===== src/rtl/btn_conditioner_if.sv =====
// Push-button conditioner bundle: three raw active-low buttons in, three
// conditioned active-low requests out (to the Johnson counter).
//   master : drives the raw buttons, observes the conditioned requests
//   slave  : the conditioner itself
interface btn_conditioner_if;
    logic btn_left_n;
    logic btn_right_n;
    logic btn_stop_n;
    logic goLeft;
    logic goRight;
    logic stop;

    modport master (
        output btn_left_n, btn_right_n, btn_stop_n,
        input  goLeft, goRight, stop
    );

    modport slave (
        input  btn_left_n, btn_right_n, btn_stop_n,
        output goLeft, goRight, stop
    );
endinterface


===== src/rtl/btn_conditioner.sv =====
// btn_conditioner: synchronizes and debounces three independent active-low
// push-buttons (left, right, stop) into registered active-low requests.
//
// Ports:
//   clk  - system clock, rising edge
//   rst  - asynchronous active-high reset (all state -> released / 0)
//   bus  - btn_conditioner_if.slave: btn_*_n raw inputs, goLeft/goRight/stop
//
// Parameter:
//   DEBOUNCE_CYCLES (2..255) - consecutive clocks a synchronized input must
//   disagree with the stable state before the stable state flips.
//
// Optional feature (macro BTN_PRESS_PULSE_EN):
//   undefined - output follows the debounced level (low for the whole press)
//   defined   - output is a single-clock low pulse on each debounced press;
//               held presses and releases leave it high.

// One conditioning channel: 2-flop synchronizer, saturating debounce counter,
// stable state and the registered output.
module btn_chan #(
    parameter int DEBOUNCE_CYCLES = 4
) (
    input  logic clk,
    input  logic rst,
    input  logic btn_n,
    output logic out_n
);
    localparam logic [7:0] LAST = 8'(DEBOUNCE_CYCLES - 1);

    logic       sync1, sync2, stable;
    logic [7:0] cnt;
    logic       differ, flip, stable_nxt;

    assign differ     = (sync2 != stable);
    // Counter only advances while it is below LAST, so reaching LAST with
    // the input still disagreeing means DEBOUNCE_CYCLES in a row.
    assign flip       = differ && (cnt == LAST);
    assign stable_nxt = stable ^ flip;

    always_ff @(posedge clk or posedge rst) begin
        if (rst) begin
            sync1  <= 1'b1;
            sync2  <= 1'b1;
            stable <= 1'b1;
            cnt    <= 8'd0;
            out_n  <= 1'b1;
        end else begin
            sync1  <= btn_n;
            sync2  <= sync1;
            // Any agreement, or the flip itself, restarts the count.
            if (!differ || flip)
                cnt <= 8'd0;
            else
                cnt <= cnt + 8'd1;
            stable <= stable_nxt;
`ifdef BTN_PRESS_PULSE_EN
            // Low only on the 1->0 flip of the stable state.
            out_n  <= ~(flip & stable);
`else
            // Output updates on the same edge as the stable state.
            out_n  <= stable_nxt;
`endif
        end
    end
endmodule

module btn_conditioner #(
    parameter int DEBOUNCE_CYCLES = 4
) (
    input  logic              clk,
    input  logic              rst,
    btn_conditioner_if.slave  bus
);
    localparam int NUM_CH = 3;

    // Channel order: 0 = left, 1 = right, 2 = stop.
    logic [NUM_CH-1:0] raw_n;
    logic [NUM_CH-1:0] cond_n;

    assign raw_n = {bus.btn_stop_n, bus.btn_right_n, bus.btn_left_n};

    genvar g;
    generate
        for (g = 0; g < NUM_CH; g++) begin : g_ch
            btn_chan #(.DEBOUNCE_CYCLES(DEBOUNCE_CYCLES)) u_chan (
                .clk   (clk),
                .rst   (rst),
                .btn_n (raw_n[g]),
                .out_n (cond_n[g])
            );
        end
    endgenerate

    assign bus.goLeft  = cond_n[0];
    assign bus.goRight = cond_n[1];
    assign bus.stop    = cond_n[2];
endmodule


===== src/flat_wrapper.sv =====
// flat-port wrapper written by rule: the top's interface ports become plain ports
module btn_conditioner_flat 
#(
    parameter int DEBOUNCE_CYCLES = 4
)
  (clk, rst, bus_btn_left_n, bus_btn_right_n, bus_btn_stop_n, bus_goLeft, bus_goRight, bus_stop);
  btn_conditioner_if bus_i ();
  input  logic clk;
  input  logic rst;
  input wire logic [$bits(bus_i.btn_left_n)-1:0] bus_btn_left_n;
  input wire logic [$bits(bus_i.btn_right_n)-1:0] bus_btn_right_n;
  input wire logic [$bits(bus_i.btn_stop_n)-1:0] bus_btn_stop_n;
  output wire logic [$bits(bus_i.goLeft)-1:0] bus_goLeft;
  output wire logic [$bits(bus_i.goRight)-1:0] bus_goRight;
  output wire logic [$bits(bus_i.stop)-1:0] bus_stop;
  assign bus_i.btn_left_n = bus_btn_left_n;
  assign bus_i.btn_right_n = bus_btn_right_n;
  assign bus_i.btn_stop_n = bus_btn_stop_n;
  assign bus_goLeft = bus_i.goLeft;
  assign bus_goRight = bus_i.goRight;
  assign bus_stop = bus_i.stop;
  btn_conditioner #(.DEBOUNCE_CYCLES(DEBOUNCE_CYCLES)) u_core (.clk(clk), .rst(rst), .bus(bus_i));
endmodule

===== config.mk =====
export PLATFORM = sky130hd
export DESIGN_NAME = btn_conditioner_flat
export DESIGN_NICKNAME = d
export VERILOG_FILES = /design/src/rtl/btn_conditioner_if.sv /design/src/rtl/btn_conditioner.sv /design/src/flat_wrapper.sv
export SDC_FILE = /design/constraint.sdc
export NUM_CORES = 1
export LEC_CHECK = 0
export BUFFER_PORTS_ARGS = -buffer_cell sky130_fd_sc_hd__buf_2
export CAP_MARGIN = 10
export CORE_UTILIZATION = 42
export DETAILED_ROUTE_END_ITERATION = 6
export HOLD_SLACK_MARGIN = 0.08
export PLACE_DENSITY_LB_ADDON = 0.05
export SKIP_LAST_GASP = 1
export SLEW_MARGIN = 15
export SYNTH_ARGS = -nofsm -noshare
export SYNTH_HDL_FRONTEND = slang
export SYNTH_SLANG_ARGS = --single-unit

===== constraint.sdc =====
create_clock -name clk -period 2.3 [get_ports clk]
set_clock_uncertainty 0.1 [all_clocks]
set_input_delay 0.23 -clock clk [delete_from_list [all_inputs] [get_ports clk]]
set_output_delay 0.23 -clock clk [all_outputs]
set_load 0.005 [all_outputs]

==> results by group <==
Timing
  – Final TNS setup: 0 ps
  – Slew Limit Fails: 0
  – Max Fclk: 0.624 GHz
  – Final Hold Slack: 260 ps
  – Hold Fails Final Rpt: 0
  – Worst-margin pin slew: 395 ps
  – Setup-failing EPs final: 0
  – Final period util: 0.696
  – Worst slew margin: 0.733
  – Setup ws final: 698 ps
  – Min cycle time layout: 1600 ps
  – RSZ-0062 raised after global routing: false

Outcome
  – Status: finished clean

Cells and area
  – Finished Layout Cells: 194
  – Fin area: 1630 sq um
  – Commonest non-fill, non-tap cell in the layout: dfrtp_1
  – Fill count: 299
  – Share of layout cells above drive strength 1: 0.207
  – Util after Layout: 0.517
  – Area Growth Syn to Fin: 12.9%
  – Most frequent cells in the layout: 24 x dfrtp_1, 16 x nor2_1, 9 x nand3_1, 9 x nand2_1, 9 x dfstp_2
  – Nets: 160
  – # diodes: 0

Pwr
  – Final Power: 1.46 mW
  – PD cells: 894 nW/um^2
  – VDD IR-drop max: 0.485 mV
  – LEAKAGE: 0.698 nW

Floorplanning
  – Core Area: 3150 sq um
  – Die width: 60.7 um
  – Die Area: 3680 sq um
  – Initial Util: 0.458
  – # rows: 20
  – Ports: 8
  – DIE HEIGHT: 60.7 um

Hold path
  – Cells on Worst Hold Path: 0
  – Hold WC Path Type: flip-flop to flip-flop

GRT
  – GRT Total Usage: 0.159
  – GRT overflow: 0
  – Pin count of the biggest net entering global routing: 34
  – Initial antenna violation count: 0
  – First-pass GRT wire length: 4050 um
  – Number of global-route vias before repair: 935

CTS
  – Clock Pin Slew Worst Setup and Hold Paths: 100 ps
  – TritonCTS clock tree: built
  – Post-cts sizing count: 0
  – CTS Sinks: 33
  – H-tree lvl count: 2
  – # Post-CTS Setup Buffers: 0
  – CTS root buffer: clkbuf_4
  – Clk buf depth: 2
  – Cts bufs inserted: 5
  – Worst skew pair latency: 340 ps

Place
  – Port-buffer cells: 7
  – Placed Instance Area: 1540 sq um
  – DP HPWL: 1600 um
  – Place WS: 726 ps
  – Dpl cells: 182
  – Final GP Congestion: 0.766

Synthesis
  – Flops & latches, synth: 33
  – Post-synthesis cell type count: 24
  – Post-Synthesis Cell Area: 1450 sq um
  – YS warnings: 0
  – Syn nets: 141
  – Syn avg cell area: 11.1 sq um
  – Mapped Cells: 130
  – Post-synthesis sequential area ratio: 0.579

Worst setup path
  – Stages on the worst setup path: 4
  – Crit path largest cell delay: 450 ps
  – CP startpoint kind: flip-flop
  – Cell Chain, Critical Path: ha_1 > nor4b_1 > a21o_1 > nor2_1
  – Setup crit end kind: flip-flop
  – Critical path arrival: 1730 ps
  – Slowest-stage cell, CP: dfrtp_1
  – CP bufs+invs: 0
  – Crit-path max FO: 7
  – Critical path class: flip-flop to flip-flop
  – FF-to-FF path depth: 4
  – Req. time, crit path: 2420 ps
  – Crit-path leading delay family: flip-flops

Route
  – Post-DRT Antenna Nets: 0
  – Iter 0 DRT Violations: 29
  – Routed WL per cell: 12.2 um
  – Routed met1 length: 1140 um
  – Via/cell ratio: 5.06
  – DRC: 0
  – DRT Pass-1 Iters: 4
  – Via count: 982
  – Met3 wire len: 103 um
  – Routed wire length: 2360 um
  – Met2 routed WL: 1070 um
  – Max layer used: met4

Run
  – Max-cap violation count: 0
final timing paths:
check / start / to / slack, ps
setup reg to reg: u_core.g_ch[1].u_chan.cnt[0] / u_core.g_ch[1].u_chan.cnt[2] / 700
hold / removal: u_core.g_ch[0].u_chan.sync1 / u_core.g_ch[0].u_chan.sync2 / 260
max in group asynchronous: rst / u_core.g_ch[0].u_chan.sync1 / 1350
hold reg to reg: u_core.g_ch[0].u_chan.sync1 / u_core.g_ch[0].u_chan.sync2 / 260
setup / recovery: u_core.g_ch[1].u_chan.cnt[0] / u_core.g_ch[1].u_chan.cnt[2] / 700
min in group asynchronous: rst / u_core.g_ch[2].u_chan.cnt[6] / 410
cells in the mapped netlist:
master    n  share of area
a21o_1    2          0.010
a21oi_1   8          0.028
a21oi_2   1         0.0061
a31o_2    1         0.0061
dfrtp_1  24           0.42
dfstp_2   9           0.16
ha_1      6          0.052
inv_1     4          0.010
mux2_2    3          0.023
nand2_1   9          0.023
nand3_1   9          0.031
nand3_2   1         0.0069
nand4_1   2         0.0087
nor2_1   16          0.042
nor3_1    2         0.0069
nor4_1    1         0.0043
nor4b_1   2          0.012
o21ai_0   8          0.028
o31ai_1   1         0.0052
or3_1     6          0.026
or3_2     2          0.010
or4_4     1         0.0078
xnor2_1   6          0.036
xor2_1    6          0.036
where the power goes:
part	internal [mW]	total, mW	leakage (nW)	switching [mW]
sequential	0.694	0.800	0.423	0.106
combinational	0.157	0.346	0.249	0.189
clock	0.122	0.314	0.0265	0.192
logic make-up (layout without fill, tap and decap cells):
| group | count (synthesis) | after routing | synth area share |
|---|---|---|---|
| fa+ha+maj | 6 | 6 | 0.0519 |
| mux | 3 | 3 | 0.0234 |
| buf+inv | 4 | 24 | 0.0104 |
| simple gates | 51 | 51 | 0.179 |
| compound gates | 21 | 21 | 0.0831 |
| xor+xnor | 12 | 12 | 0.0727 |
| flops | 33 | 33 | 0.579 |
registers in the layout (all words and copies together), names as in the netlist, named ones only:
signal and cells:
u_core.g_ch.u_chan.sync2 3, u_core.g_ch.u_chan.sync1 3, u_core.g_ch.u_chan.cnt 24
cell type report:
class | count | area [sq um] | share of cell area
Sequential cell | 33 | 837 | 0.513
Multi-Input combinational cell | 93 | 593 | 0.363
Timing Repair Buffer | 12 | 82.6 | 0.0506
Tap cell | 44 | 55.1 | 0.0337
Clock buffer | 8 | 48.8 | 0.0299
Inverter | 4 | 15.0 | 0.00920
metal layers:
metal,global-route usage,up-vias
li1,-,492
met1,0.197,467
met2,0.235,17
met3,0.0704,6
met4,0.0812,0
met5,0,-
repair_timing:
action	in CTS	in global routing
endpoints found under the hold margin	27	0
hold buffers	4	0
setup endpoints to repair	0	0
Note: power is estimated with default switching activity, not from simulation.
